==> src/rtl/adc_frame_capture.sv <==
// Registers raw ADC samples, optionally decimates, waits for a rising level crossing, then streams
// one frame into the FIFO write port: 2-cycle sample-to-write latency, a tick with almost_full aborts.
module adc_frame_capture #(
  parameter int c_ADC_WIDTH   = 8,
  parameter int c_FRAME_LEN   = 1024,
  parameter int c_CNT_WIDTH   = 11,
  parameter int c_DECIM_WIDTH = 8,
  parameter int c_TWOS_COMP   = 1
) (
  input  logic                     wr_clk,
  input  logic                     wr_rst,
  input  logic [c_ADC_WIDTH-1:0]   adc_data,
  input  logic                     start,
  input  logic                     cont,
  input  logic                     trig_en,
  input  logic [c_ADC_WIDTH-1:0]   trig_level,
  input  logic [c_DECIM_WIDTH-1:0] decim,
  input  logic                     almost_full,
  output logic [c_ADC_WIDTH-1:0]   wr_data,
  output logic                     wr_en,
  output logic                     busy,
  output logic                     frame_done,
  output logic                     overflow,
  output logic [c_CNT_WIDTH-1:0]   sample_cnt
);

  typedef enum logic [1:0] {
    S_IDLE    = 2'd0,
    S_ARMED   = 2'd1,
    S_CAPTURE = 2'd2
  } state_t;

  localparam logic [c_CNT_WIDTH-1:0]   c_LAST    = c_CNT_WIDTH'(c_FRAME_LEN - 1);
  localparam logic [c_CNT_WIDTH-1:0]   c_CNT_ONE = {{(c_CNT_WIDTH-1){1'b0}}, 1'b1};
  localparam logic [c_DECIM_WIDTH-1:0] c_DEC_ONE = {{(c_DECIM_WIDTH-1){1'b0}}, 1'b1};

  state_t                   state_q;
  logic [c_ADC_WIDTH-1:0]   adc_d1_q;
  logic [c_ADC_WIDTH-1:0]   adc_d2_q;
  logic [c_ADC_WIDTH-1:0]   wr_data_q;
  logic                     wr_en_q;
  logic                     busy_q;
  logic                     frame_done_q;
  logic                     overflow_q;
  logic [c_CNT_WIDTH-1:0]   sample_cnt_q;
  logic [c_DECIM_WIDTH-1:0] decim_cnt_q;
  logic [c_DECIM_WIDTH-1:0] decim_lat_q;

  logic [c_ADC_WIDTH-1:0]   conv;
  logic                     trig_hit;
  logic                     tick;
  logic                     last_wr;

  always_comb begin
    conv = adc_d1_q;
    if (c_TWOS_COMP != 0) begin
      conv[c_ADC_WIDTH-1] = ~adc_d1_q[c_ADC_WIDTH-1];
    end
  end

  assign trig_hit = (adc_d2_q < trig_level) && (adc_d1_q >= trig_level);
  assign tick     = (decim_cnt_q == '0);
  assign last_wr  = (sample_cnt_q == c_LAST);

  always_ff @(posedge wr_clk or posedge wr_rst) begin
    if (wr_rst) begin
      adc_d1_q <= '0;
      adc_d2_q <= '0;
    end else begin
      adc_d1_q <= adc_data;
      adc_d2_q <= adc_d1_q;
    end
  end

  always_ff @(posedge wr_clk or posedge wr_rst) begin
    if (wr_rst) begin
      state_q      <= S_IDLE;
      wr_data_q    <= '0;
      wr_en_q      <= 1'b0;
      busy_q       <= 1'b0;
      frame_done_q <= 1'b0;
      overflow_q   <= 1'b0;
      sample_cnt_q <= '0;
      decim_cnt_q  <= '0;
      decim_lat_q  <= '0;
    end else begin
      wr_en_q      <= 1'b0;
      frame_done_q <= 1'b0;
      // busy trails the state by one cycle so it still covers the final write
      busy_q       <= (state_q != S_IDLE);

      case (state_q)
        S_IDLE: begin
          if (start) begin
            overflow_q   <= 1'b0;
            sample_cnt_q <= '0;
            state_q      <= S_ARMED;
          end
        end

        S_ARMED: begin
          sample_cnt_q <= '0;
          if (!trig_en || trig_hit) begin
            decim_cnt_q <= '0;
            decim_lat_q <= decim;
            state_q     <= S_CAPTURE;
          end
        end

        S_CAPTURE: begin
          // the decimation ratio is only picked up when the count wraps
          if (decim_cnt_q == decim_lat_q) begin
            decim_cnt_q <= '0;
            decim_lat_q <= decim;
          end else begin
            decim_cnt_q <= decim_cnt_q + c_DEC_ONE;
          end

          if (tick) begin
            if (almost_full) begin
              overflow_q <= 1'b1;
              state_q    <= S_IDLE;
            end else begin
              wr_data_q    <= conv;
              wr_en_q      <= 1'b1;
              sample_cnt_q <= sample_cnt_q + c_CNT_ONE;
              if (last_wr) begin
                frame_done_q <= 1'b1;
                state_q      <= cont ? S_ARMED : S_IDLE;
              end
            end
          end
        end

        default: state_q <= S_IDLE;
      endcase
    end
  end

  assign wr_data    = wr_data_q;
  assign wr_en      = wr_en_q;
  assign busy       = busy_q;
  assign frame_done = frame_done_q;
  assign overflow   = overflow_q;
  assign sample_cnt = sample_cnt_q;

endmodule
==> config.mk <==
export PLATFORM = sky130hd
export DESIGN_NAME = adc_frame_capture
export DESIGN_NICKNAME = d
export VERILOG_FILES = /design/src/rtl/adc_frame_capture.sv
export SDC_FILE = /design/constraint.sdc
export NUM_CORES = 1
export LEC_CHECK = 0
export ABC_AREA = 1
export CAP_MARGIN = 20
export CELL_PAD_IN_SITES_DETAIL_PLACEMENT = 0
export CELL_PAD_IN_SITES_GLOBAL_PLACEMENT = 2
export CORE_MARGIN = 2
export CORE_UTILIZATION = 31
export DETAILED_ROUTE_END_ITERATION = 7
export PLACE_DENSITY = 0.88
export SLEW_MARGIN = 5
export SYNTH_ARGS = -nofsm -noshare
export SYNTH_HDL_FRONTEND = slang
export SYNTH_SLANG_ARGS = --single-unit
==> constraint.sdc <==
create_clock -name wr_clk -period 2.15 [get_ports wr_clk]
set_input_delay 0.3225 -clock wr_clk [delete_from_list [all_inputs] [get_ports wr_clk]]
set_output_delay 0.3225 -clock wr_clk [all_outputs]
set_load 0.03 [all_outputs]
==> key figures <==
Final layout
  – Area Overhead vs Synth: 30.2%
  – Ant diodes: 0
  – Layout cells sized above 1: 0.121
  – Final core utilization: 0.419
  – Layout Nets: about 460

Routing
  – Post-route DRC: 0
  – ANT nets after route: 0
  – Router iterations before antenna repair: 4
  – Post-Route WL: between 6000 and 7000 µm
  – Vias per inst: 4.41
  – WL/cell: ~12 µm
  – Via Count: around 2,400
  – DRT iter0 DRCs: just under 70

Global route
  – Vias in the first global route: approximately 2,400
  – Met2 GRT Util: 0.221
  – Total grt overflow: 0
  – Met1 Usage GRT: 0.186
  – Largest net degree at the start of global routing: 58
  – Met3 Track Usage GR: 0.0280
  – GR peak layer: met2
  – Total GRT Usage: 0.141
  – Antenna violations before repair: 0
  – First-pass GRT wire length: about 11,000 µm

Synth
  – Top post-synthesis cells by area: dfrtp_1 48%, nand2_1 14%, ha_1 7.5%, nand3_1 6.8%, inv_1 4.7%
  – Number of synthesized flops with an enable pin: 0
  – Seq/Total Area, Yosys: 0.475
  – Yosys top cell area share: 0.475
  – Most numerous cell in the Yosys netlist: nand2_1
  – Most instantiated cells after synthesis: 111 x nand2_1, 57 x dfrtp_1, 41 x nand3_1
  – Synth Net Count: roughly 400
  – Cell area after synthesis: roughly 0.003 mm²
  – Async SR Flop Fraction: 1.00
  – Synthesized netlist cell count: 351
  – Flip-flop and latch count after synthesis: 57
  – Ys Warns: 0
  – Main synth FF type: dfrtp_1
  – Synth cell types: 33
  – Syn Area/Cell: around 8.6 µm²
  – Synth area leader: dfrtp_1

Min path
  – HP Class: primary input to asynchronous set/reset pin

Die
  – Row count: 35
  – Die height: 102 µm
  – I/O pin count: 53
  – Core ar.: just over 0.009 mm²
  – Die ar.: around 0.010 mm²
  – Initial Util: 0.322
  – Die Width: 102 µm

Worst setup path
  – Critical Path Sink Type: flop
  – Startpoint types: primary input
  – CP max stage cell: clkdlybuf4s50_1
  – Crit path from: trig_level[7]
  – CP arrival: between 2 and 2.5 ns
  – Critical Setup Path Class: primary input to flop
  – FF-to-FF path depth: 10
  – CP max stage delay: 0.45 ns
  – Worst Path Max Fanout: 10
  – CP dominant cell by count: nand2_1
  – Worst r2r src: adc_d1_q[7]$_DFF_PP0_
  – CP Data Required Time: 2.37 ns
  – CP Cell Sequence: clkdlybuf4s50_1 -> inv_1 -> ha_1 -> nand2_1 -> nor2_1 -> nand4_1 -> nand3_1 -> nand3_1 -> nand3_2 -> nand2_4 -> nand2_1 -> nand2_1

Clock tree
  – CTS tree: done
  – CTS Hold Bufs: 0
  – Post_cts resized: 0
  – TritonCTS Sinks: 57
  – CTS root buf: clkbuf_8
  – Worst skew pair latency: roughly 0.34 ns
  – Max clock buf depth: 2
  – H-Tree Depth: 3
  – Setup Buffers After CTS: 0
  – Clock transition at path regs: 0.07 ns
  – Cts bufs inserted: 9

Place
  – Gpl congestion: between 0.8 and 0.9
  – Dpl hpwl: between 4000 and 5000 µm
  – PortBufs: 52

Pwr
  – Lkg Pwr: between 1.5 and 2 nW
  – Peak supply drop: ~0.38 mV
  – P per Cell Area: ~1100 mW/mm²

Timing
  – Worst relative slew slack: 0.682
  – Measured slew at the worst slew-check pin: ~0.47 ns
  – Setup Skew: ~0.0094 ns
  – Fmax: roughly 520 MHz
  – Final Max Slew Viols: 0
  – Final worst path period need: between 1.5 and 2 ns
  – Total negative slack: 0 ns
  – Setup-failing EPs final: 0
  – Final hold vios: 0
  – Final Cycle Share: 0.891
  – Unrepaired setup endpoints after global routing: no

Job
  – Max cap viols: 0

Outcome
  – Status: completed
## layer usage
layer | share of wire | vias to the layer above
li1 | - | 1255
met1 | 0.49 | 1114
met2 | 0.46 | 42
met3 | 0.032 | 9
met4 | 0.019 | 0
met5 | 0 | -
## worst paths after layout
kind,end,slack (ns)
setup / recovery,decim_lat_q[0]$_DFFE_PP0P_,0.23
hold / removal,wr_data[4]$_DFFE_PP0P_,0.36
setup reg to reg,decim_lat_q[0]$_DFFE_PP0P_,0.31
hold reg to reg,adc_d2_q[0]$_DFF_PP0_,0.41
max in group asynchronous,decim_cnt_q[6]$_DFFE_PP0P_,1.54
min in group wr_clk,adc_d2_q[0]$_DFF_PP0_,0.41
## state kept, by name (all words and copies together), names as in the netlist
signal	count
adc_d2_q	8
wr_data	8
busy	1
overflow	1
sample_cnt	11
wr_en	1
state_q	2
frame_done	1
decim_lat_q	8
decim_cnt_q	8
adc_d1_q	8
## critical path, delay by kind of cell
family / cells / cell delay, ns
adder cells (fa/ha/maj): 1 / 0.29
AND/OR/NAND/NOR: 9 / 1.01
buffers and inverters: 2 / 0.51
## cells by family after synthesis
logic type	synth area share
simple gates	0.295
flops	0.475
buf+inv	0.0667
compound gates	0.0596
fa+ha+maj	0.0750
xor+xnor	0.0292
## cells in the final DEF (no fill, tap or decap), types with 6 or more instances in the layout
cell / netlist / layout
dfrtp_1: 57 / 57
nor2_1: 16 / 16
xnor2_1: 8 / 8
inv_1: 38 / 37
nand3_1: 41 / 41
clkdlybuf4s50_1: 0 / 52
a21oi_1: 6 / 6
inv_2: 5 / 6
o21ai_2: 11 / 11
nand2_1: 111 / 111
clkbuf_8: 0 / 11
ha_1: 18 / 18
## layout make-up
type / instances / area [µm²]
Sequential cell: 57 / 1430
Clock buffer: 12 / 155
Fill cell: 940 / 5420
Clock inverter: 4 / 51.3
Tap cell: 129 / 161
Timing Repair Buffer: 58 / 578
Inverter: 43 / 161
Multi-Input combinational cell: 246 / 1380
## report_power, final
group / internal, mW / leakage, nW / switching [mW] / total, mW
sequential: 1.31 / 0.727 / 0.201 / 1.51
clock: 0.599 / 0.103 / 0.444 / 1.04
combinational: 0.627 / 1.08 / 0.978 / 1.60
total: 2.54 / 1.91 / 1.62 / 4.16
## per-stage QoR
stage | area (µm²) | hold slack (ns) | setup WS (ns) | total power [mW] | std cells
after global routing | 3910 | 0.386 | 0.0114 | 4.48 | 549
after CTS | 3910 | 0.359 | 0.209 | 4.22 | 549
after floorplan | 3000 | 0.354 | 0.418 | 2.68 | 351
after global placement | 3700 | 0.365 | -0.0907 | 3.15 | 533
final | 3910 | 0.356 | 0.235 | 4.16 | 549
after detailed placement | 3700 | 0.401 | -0.122 | 3.16 | 533
No activity file was read; power rests on OpenSTA's default activity.
